===== src/rtl/cpu_pkg.sv =====
// Shared encodings for the CPU multiply/divide unit: operation select and FSM states.
package cpu_pkg;

    localparam logic MD_OP_MULT = 1'b0;
    localparam logic MD_OP_DIV  = 1'b1;

    typedef enum logic [1:0] {
        MD_IDLE = 2'b00,
        MD_MULT = 2'b01,
        MD_DIV  = 2'b10,
        MD_DONE = 2'b11
    } md_state_e;

endpackage


===== src/rtl/md_sign_fix.sv =====
// Conditional two's-complement negation: magnitude/abs in, sign-corrected value out.
module md_sign_fix #(
    parameter int WIDTH = 32
) (
    input  logic [WIDTH-1:0] val,
    input  logic             neg,
    output logic [WIDTH-1:0] res
);

    // negate when requested, otherwise pass through
    always_comb begin
        if (neg) begin
            res = ~val + {{(WIDTH-1){1'b0}}, 1'b1};
        end else begin
            res = val;
        end
    end

endmodule


===== src/rtl/mult_div_unit.sv =====
// Multicycle signed multiply (radix-2 Booth) / divide (restoring) unit driving HI/LO.
module mult_div_unit
    import cpu_pkg::*;
#(
    parameter int WIDTH = 32
) (
    input  logic             clk,
    input  logic             reset,
    input  logic             start,
    input  logic             op,
    input  logic [WIDTH-1:0] a,
    input  logic [WIDTH-1:0] b,
    output logic             busy,
    output logic             done,
    output logic             div_zero,
    output logic [WIDTH-1:0] hi,
    output logic [WIDTH-1:0] lo
);

    localparam int CNT_W = $clog2(WIDTH) + 1;
    localparam logic [CNT_W-1:0] LAST_CNT = CNT_W'(WIDTH - 1);

    md_state_e          state_r;
    logic [CNT_W-1:0]   cnt_r;
    logic               busy_r;
    logic               done_r;
    logic               div_zero_r;
    logic [WIDTH-1:0]   hi_r;
    logic [WIDTH-1:0]   lo_r;
    // MULT: {acc, multiplier, q(-1)}; DIV: {remainder(W+1), quotient(W)}
    logic [2*WIDTH:0]   prod_r;
    logic [WIDTH-1:0]   mcand_r;
    logic               neg_q_r;
    logic               neg_r_r;

    logic [WIDTH-1:0]   abs_a_s;
    logic [WIDTH-1:0]   abs_b_s;
    logic [WIDTH:0]     acc_ext_s;
    logic [WIDTH:0]     mcand_ext_s;
    logic [WIDTH:0]     booth_sum_s;
    logic [WIDTH:0]     rem_sh_s;
    logic [WIDTH:0]     rem_diff_s;
    logic [2*WIDTH:0]   step_nxt_s;
    logic [WIDTH-1:0]   quot_fix_s;
    logic [WIDTH-1:0]   rem_fix_s;
    logic [WIDTH-1:0]   res_hi_s;
    logic [WIDTH-1:0]   res_lo_s;

    md_sign_fix #(.WIDTH(WIDTH)) u_abs_a (.val(a), .neg(a[WIDTH-1]), .res(abs_a_s));
    md_sign_fix #(.WIDTH(WIDTH)) u_abs_b (.val(b), .neg(b[WIDTH-1]), .res(abs_b_s));
    md_sign_fix #(.WIDTH(WIDTH)) u_fix_q (.val(step_nxt_s[WIDTH-1:0]), .neg(neg_q_r), .res(quot_fix_s));
    md_sign_fix #(.WIDTH(WIDTH)) u_fix_r (.val(step_nxt_s[2*WIDTH-1:WIDTH]), .neg(neg_r_r), .res(rem_fix_s));

    // one Booth or restoring-division step on the shared product register
    always_comb begin
        // accumulator is widened by one bit so that adding/subtracting MIN cannot overflow
        acc_ext_s   = {prod_r[2*WIDTH], prod_r[2*WIDTH:WIDTH+1]};
        mcand_ext_s = {mcand_r[WIDTH-1], mcand_r};
        case (prod_r[1:0])
            2'b01:   booth_sum_s = acc_ext_s + mcand_ext_s;
            2'b10:   booth_sum_s = acc_ext_s - mcand_ext_s;
            default: booth_sum_s = acc_ext_s;
        endcase
        rem_sh_s   = {prod_r[2*WIDTH-1:WIDTH], prod_r[WIDTH-1]};
        rem_diff_s = rem_sh_s - {1'b0, mcand_r};
        case (state_r)
            MD_MULT: step_nxt_s = {booth_sum_s, prod_r[WIDTH:1]};
            MD_DIV: begin
                if (rem_diff_s[WIDTH]) begin
                    step_nxt_s = {rem_sh_s, prod_r[WIDTH-2:0], 1'b0};
                end else begin
                    step_nxt_s = {rem_diff_s, prod_r[WIDTH-2:0], 1'b1};
                end
            end
            default: step_nxt_s = prod_r;
        endcase
    end

    // select the final HI/LO value for the step that completes the operation
    always_comb begin
        if (state_r == MD_MULT) begin
            res_hi_s = step_nxt_s[2*WIDTH:WIDTH+1];
            res_lo_s = step_nxt_s[WIDTH:1];
        end else begin
            res_hi_s = rem_fix_s;
            res_lo_s = quot_fix_s;
        end
    end

    // FSM, iteration counter, operand capture and registered outputs
    always_ff @(posedge clk) begin
        if (reset) begin
            state_r    <= MD_IDLE;
            cnt_r      <= {CNT_W{1'b0}};
            busy_r     <= 1'b0;
            done_r     <= 1'b0;
            div_zero_r <= 1'b0;
            hi_r       <= {WIDTH{1'b0}};
            lo_r       <= {WIDTH{1'b0}};
            prod_r     <= {(2*WIDTH+1){1'b0}};
            mcand_r    <= {WIDTH{1'b0}};
            neg_q_r    <= 1'b0;
            neg_r_r    <= 1'b0;
        end else begin
            case (state_r)
                MD_IDLE: begin
                    done_r     <= 1'b0;
                    div_zero_r <= 1'b0;
                    cnt_r      <= {CNT_W{1'b0}};
                    if (start) begin
                        neg_q_r <= a[WIDTH-1] ^ b[WIDTH-1];
                        neg_r_r <= a[WIDTH-1];
                        if (op == MD_OP_MULT) begin
                            state_r <= MD_MULT;
                            busy_r  <= 1'b1;
                            prod_r  <= {{WIDTH{1'b0}}, b, 1'b0};
                            mcand_r <= a;
                        end else if (b == {WIDTH{1'b0}}) begin
                            // divide-by-zero: report immediately, HI/LO untouched
                            state_r    <= MD_DONE;
                            done_r     <= 1'b1;
                            div_zero_r <= 1'b1;
                        end else begin
                            state_r <= MD_DIV;
                            busy_r  <= 1'b1;
                            prod_r  <= {{(WIDTH+1){1'b0}}, abs_a_s};
                            mcand_r <= abs_b_s;
                        end
                    end
                end
                MD_MULT, MD_DIV: begin
                    prod_r <= step_nxt_s;
                    cnt_r  <= cnt_r + {{(CNT_W-1){1'b0}}, 1'b1};
                    if (cnt_r == LAST_CNT) begin
                        state_r <= MD_DONE;
                        busy_r  <= 1'b0;
                        done_r  <= 1'b1;
                        hi_r    <= res_hi_s;
                        lo_r    <= res_lo_s;
                    end
                end
                MD_DONE: begin
                    state_r    <= MD_IDLE;
                    done_r     <= 1'b0;
                    div_zero_r <= 1'b0;
                end
                default: begin
                    state_r <= MD_IDLE;
                    busy_r  <= 1'b0;
                    done_r  <= 1'b0;
                end
            endcase
        end
    end

    assign busy     = busy_r;
    assign done     = done_r;
    assign div_zero = div_zero_r;
    assign hi       = hi_r;
    assign lo       = lo_r;

endmodule

===== config.mk =====
export PLATFORM = sky130hd
export DESIGN_NAME = mult_div_unit
export DESIGN_NICKNAME = d
export VERILOG_FILES = /design/src/rtl/cpu_pkg.sv /design/src/rtl/md_sign_fix.sv /design/src/rtl/mult_div_unit.sv
export SDC_FILE = /design/constraint.sdc
export NUM_CORES = 1
export LEC_CHECK = 0
export CAP_MARGIN = 20
export CORE_ASPECT_RATIO = 1.1
export CORE_MARGIN = 3
export CORE_UTILIZATION = 50
export DETAILED_ROUTE_END_ITERATION = 12
export PLACE_DENSITY = 0.73
export SETUP_SLACK_MARGIN = 0.4
export SYNTH_ARGS = -nofsm -noshare
export SYNTH_HDL_FRONTEND = slang
export SYNTH_HIERARCHICAL = 1
export SYNTH_SLANG_ARGS = --single-unit

===== constraint.sdc =====
create_clock -name clk -period 17.3 [get_ports clk]
set_clock_uncertainty 0.05 [all_clocks]
set_input_delay 3.46 -clock clk [delete_from_list [all_inputs] [get_ports clk]]
set_output_delay 3.46 -clock clk [all_outputs]
set_load 0.05 [all_outputs]

* Word level (Yosys, flattened, before mapping) *
Index checks and enable logic that the tools add are counted.

word-level totals
  word-level logic and storage cells = 77
  bits in registers = 174

cells by class
  $add $sub $neg = 8
  muxes and demuxes = 32
  bitwise logic cells = 5
  reductions and logical operators = 11
  eq/ne operators = 10

operators with widths
  operator                                             count
  two-way mux 65 bit                                   4
  one-hot mux 65 bit (2 select lines)                  2
  two-way mux 32 bit                                   8
  adder 32 x 1 -> 32 bit, second input constant        4
  NOT 32 bit                                           4
  one-hot mux 33 bit (2 select lines)                  1
  adder 32 x 32 -> 33 bit                              1
  subtractor 32 x 32 -> 33 bit                         1
  subtractor 33 x 32 -> 33 bit                         1
  logical NOT 32 bit                                   1
  one-hot mux 6 bit (2 select lines)                   1
  two-way mux 1 bit                                    9
  adder 6 x 1 -> 6 bit, second input constant          1
  equality test 2 bit, second input constant           3
  equality test 6 x 5 -> 1 bit, second input constant  1
  two-way mux 2 bit                                    3
  != test 2 bit, second input constant                 3
  one-hot mux 2 bit (3 select lines)                   1
  AND reduction 2 bit                                  3
  AND reduction 3 bit                                  2
  equality test 2 x 1 -> 1 bit, second input constant  2
  one-hot mux 1 bit (2 select lines)                   2
  AND reduction 4 bit                                  1
  nonzero test 2 bit                                   2
  other kinds (5)                                      5

* Depth between registers and ports, before layout *
  depth in word-level cells = 7
  gate-level depth with buffers = 30
  depth with buffers taken out = 28

* By module *
Netlist, hierarchy kept.

modules (own cells, without submodules)
  module         times used  cells an instance  area each (um^2)
  mult_div_unit  1           1845               13853.3
  md_sign_fix    4           99                 777.0

* Least setup slack after synthesis *
No wires, ideal clock.

  path kind = flip-flop to flip-flop
  start point = register mcand_r[5]
  end point = register hi_r[27] (netlist: hi[27])
  cell stages (with the launch flop) = 23
  arrival = 5.404 ns
  required time = 17.110 ns
  period minus slack after synthesis = 5.595 ns
  path buffers = 0
  path slack = 11.705 ns
  setup time = 0.140 ns
  cell sequence = dfxtp_1 -> or4_4 -> or3_4 -> nor3_1 -> nor2_1 -> xnor2_1 -> ha_1 -> a21o_1 -> a31oi_1 -> o31a_1 -> o211ai_1 -> a21boi_0 -> o21ai_0 -> xnor2_1 -> a211oi_1 -> a21oi_1 -> nor4_4 -> nand4b_2 -> o41ai_2 -> xnor2_1 -> or3_1 -> o21ai_0 -> a211oi_1

on the way
  cells in the longest elaborated chain, start to end = 7
  elaborated cells on any way between the ends = 10
  those cells by class = 4 x add/sub; 5 x mux; 1 x bitwise

RTL lines
  item                                                                              line                                      source
  start, declared                                                                   mult_div_unit.sv:32                       logic [WIDTH-1:0] mcand_r;
  start signal, assigned                                                            mult_div_unit.sv:101                      mcand_r <= {WIDTH{1'b0}};
  start signal, assigned                                                            mult_div_unit.sv:127                      mcand_r <= abs_b_s;
  subtractor 32 x 32 -> 33 bit, or another cell as far along                        mult_div_unit.sv:61                       2'b10: booth_sum_s = acc_ext_s - mcand_ext_s;
  one-hot mux 33 bit (2 select lines) / two-way mux 65 bit (equally long branches)  mult_div_unit.sv:59, mult_div_unit.sv:69
  one-hot mux 65 bit (2 select lines) *                                             mult_div_unit.sv:66                       case (state_r)
  via step_nxt_s[50]                                                                mult_div_unit.sv:43                       logic [2*WIDTH:0] step_nxt_s;
  NOT 32 bit *                                                                      md_sign_fix.sv:13                         res = ~val + {{(WIDTH-1){1'b0}}, 1'b1};
  adder 32 x 1 -> 32 bit *                                                          md_sign_fix.sv:13
  two-way mux 32 bit *                                                              md_sign_fix.sv:12                         if (neg) begin
  via rem_fix_s[27]                                                                 mult_div_unit.sv:45                       logic [WIDTH-1:0] rem_fix_s;
  two-way mux 32 bit *                                                              mult_div_unit.sv:81                       if (state_r == MD_MULT) begin
  end signal, assigned                                                              mult_div_unit.sv:98                       hi_r <= {WIDTH{1'b0}};
  end signal, assigned                                                              mult_div_unit.sv:138                      hi_r <= res_hi_s;
  end, declared                                                                     mult_div_unit.sv:28                       logic [WIDTH-1:0] hi_r;

The timed path passes the listed nets; every way through them passes the cells marked *.
A chain may end at the register's enable or synchronous reset.

* Final worst setup path *
  start point = register mcand_r[5]
  end point = register hi_r[30] (netlist: hi[30])

Same word-level chain as after synthesis.

==> reports/qor.yml <==
layout:
  finalInstanceArea_sq_um: 19100
  final_cells: 2717
  layout_commonest_cell: "nand2_1"
  fin_nets: 2418
  fillers: 3112
  drive_gt1_frac: 0.0574
  syn_to_final_growth_pct: 12.6
  layout_common_cells: "nand2_1 (214), nor2_1 (208), a21oi_1 (177), dfxtp_1 (174), xnor2_1 (173)"
sta:
  slew-limit-headroom: 0.270
  drv_slew: 0
  finalSetupViolations: 0
  min_period_ps: 6900
  rsz0062_at_grt: "no"
  worstMarginPinSlew_ps: 1090
  max_freq_ghz: 0.145
  fin_crit_sh: 0.399
  hold_viol_final: 0
  setup_slack_ps: 10400
  fin_tns_setup_ps: 0
synthesis:
  yosys_most_used_dff: "dfxtp_1"
  syn-cell-area_sq_um: 17000
  synthDistinctLibCells: 84
  yosysWarnings: 6
  synth_cells: 2241
  synth_edf_count: 0
  synth-seq-cells: 174
  synth_nets: 2388
  synth-async-reset-ratio: 0
  ys_seq_area_frac: 0.205
  syn_area_per_cell_sq_um: 7.57
flow_run:
  max-cap-violations: 0
die:
  io_pins: 135
  fp.dieH_microns: 199
  core_sq_um: 33400
  die_area_sq_um: 36200
  start_util: 0.508
  num_rows: 70
  fp.dieW_microns: 182
placement:
  dp_hpwl_microns: 44300
  io_buffers: 134
  placed_cell_area_sq_um: 18400
  gp_congestion: 1.01
  dpl_worst_slack_ps: 10240
  place_inst: 2682
clock_network:
  cts_tree: "yes"
  cts_setup_buffers: 0
  postCtsResizedCells: 0
  clock-sinks: 174
  path_clk_slew_ps: 70
  cts-hold-fix-buffers: 0
  clockRootBuffer: "clkbuf_16"
  cts_made_buffers: 17
  htree_levels: 4
  ctsLongestPathBuffers: 2
  worstSkewPairLatency_ps: 450
grt:
  track_usage: 0.313
  overflow: 0
  grt_pass1_wl_microns: 91300
  grt_max_degree: 95
  grt_pass1_vias: 17100
  antenna_found_initial: 0
pwr:
  power.density_nw_per_um2: 159
  irDropWorstVdd_v: 0.000122
  p_leak_nw: 6.84
  p_total_mw: 3.03
status:
  outcome: "finished clean"
critical_path:
  worstSetupStartpointType: "flip-flop"
  cp_data_arrival_time_ps: 7140
  required_ps: 17540
  crit_type: "reg -> reg"
  cp-end-kind: "flip-flop"
  slowest_delay_ps: 690
  cp_max_fo: 7
  cp_common_cell: "nor3_1"
  critPathSlowestCell: "nor3_1"
  path_cells: "or4_4, or3_4, nor3_1, a41oi_1, xnor2_1, ha_1, a21o_1, a21oi_1, inv_1, a221oi_1, nand3_1, a31oi_1, nor3_1, a2111oi_0, a21oi_1, nor4_1, nand2_1, o41ai_1, xnor2_1, nor3_1, nor4_1"
worst_hold_path:
  hp-class: "reg -> reg"
detailed_routing:
  routed_via_density: 6.46
  vias: 17600
  ant_nets: 0
  drt-initial-drc-count: 1569
  wl_microns: 58400
  post_drt_wl_per_cell_microns: 21.5
  drt_pass1_iterations: 7
  drc: 0
registers in the layout (all words and copies together), names as in the netlist:
name / cells
hi: 32
mcand_r: 32
cnt_r: 6
neg_q_r: 1
neg_r_r: 1
state_r: 2
prod_r: 65
div_zero: 1
done: 1
busy: 1
lo: 32
cells in the mapped netlist (all sizes together), types with 7 or more instances:
| library cell | n | share of area |
|---|---|---|
| nor2b | 20 | 0.0074 |
| nand4 | 25 | 0.0092 |
| a41oi | 7 | 0.0041 |
| buf | 40 | 0.013 |
| o21a | 38 | 0.017 |
| nand2b | 26 | 0.0096 |
| nand4b | 7 | 0.0051 |
| o41ai | 38 | 0.027 |
| o21ai | 121 | 0.036 |
| a31oi | 26 | 0.0096 |
| or2 | 8 | 0.0030 |
| and3 | 16 | 0.0059 |
| a221o | 33 | 0.019 |
| or2b | 8 | 0.0035 |
| a311oi | 7 | 0.0036 |
| mux2i | 106 | 0.063 |
| a21o | 22 | 0.0099 |
| nor3 | 42 | 0.013 |
| nand2 | 214 | 0.047 |
| a21oi | 179 | 0.053 |
| nor4 | 46 | 0.032 |
| o31ai | 38 | 0.017 |
| a211o | 7 | 0.0036 |
| and2 | 12 | 0.0046 |
| o211ai | 22 | 0.010 |
| nor2 | 209 | 0.046 |
| dfxtp | 174 | 0.21 |
| xor2 | 23 | 0.012 |
| a22oi | 9 | 0.0040 |
| xnor2 | 173 | 0.089 |
| clkbuf | 107 | 0.024 |
| nand3b | 9 | 0.0040 |
| inv | 70 | 0.015 |
| or3 | 16 | 0.0062 |
| nand3 | 93 | 0.027 |
| ha | 77 | 0.057 |
| a211oi | 84 | 0.037 |
final timing paths:
path         startpoint     end  slack, ps  cells past startpoint
min reg2reg      hi[15]  hi[15]        400                      2
max reg2reg  mcand_r[5]  hi[30]      10400                     21
max          mcand_r[5]  hi[30]      10400                     21
min              hi[15]  hi[15]        400                      2
cell families after synthesis:
kind of cell,count (synthesis),share of synthesized area
adder cells (fa/ha/maj),79,0.0592
buffers and inverters,219,0.0527
multiplexers,112,0.0665
flip-flops,174,0.205
XOR/XNOR,196,0.101
AND/OR/NAND/NOR,772,0.235
AO/OA/AOI/OAI,689,0.281
layout make-up:
cell class	instances	area, sq um	area share
antenna	1	2.50	0.000131
clock buffer	19	443	0.0232
timing repair buffer	158	1560	0.0815
multi-input combinational	1848	12600	0.662
sequential	174	3480	0.182
inverter	72	270	0.0141
clock inverter	13	170	0.00891
tap	432	541	0.0283
power by group:
part           internal [mW]  switching [mW]  total (mW)  leakage [nW]
Combinational          0.756            1.33        2.09          5.13
Clock                  0.224           0.187       0.411         0.298
Sequential             0.458          0.0754       0.533          1.42
worst max-delay path: cells and delay by family, from the launching register on:
family | cells | cell delay, ps
AND/OR/NAND/NOR | 9 | 2720
AO/OA/AOI/OAI | 8 | 2720
XOR/XNOR | 2 | 460
adder cells (fa/ha/maj) | 1 | 380
flip-flops | 1 | 350
buffers and inverters | 1 | 70
metal layers:
| metal | vias up | wire (microns) | GRT usage |
|---|---|---|---|
| met3 | 232 | 2810 | 0.0380 |
| met5 | - | 0 | 0 |
| met4 | 0 | 4790 | 0.222 |
| met1 | 8219 | 22300 | 0.350 |
| li1 | 8356 | - | - |
| met2 | 747 | 28500 | 0.551 |
metrics by stage:
step	hold WS [ps]	util
floorplan	408	-
global placement	393	0.552
detailed placement	397	0.552
CTS	407	0.571
global route	423	0.572
finish	404	0.573
No activity file was read; power rests on OpenSTA's default activity.
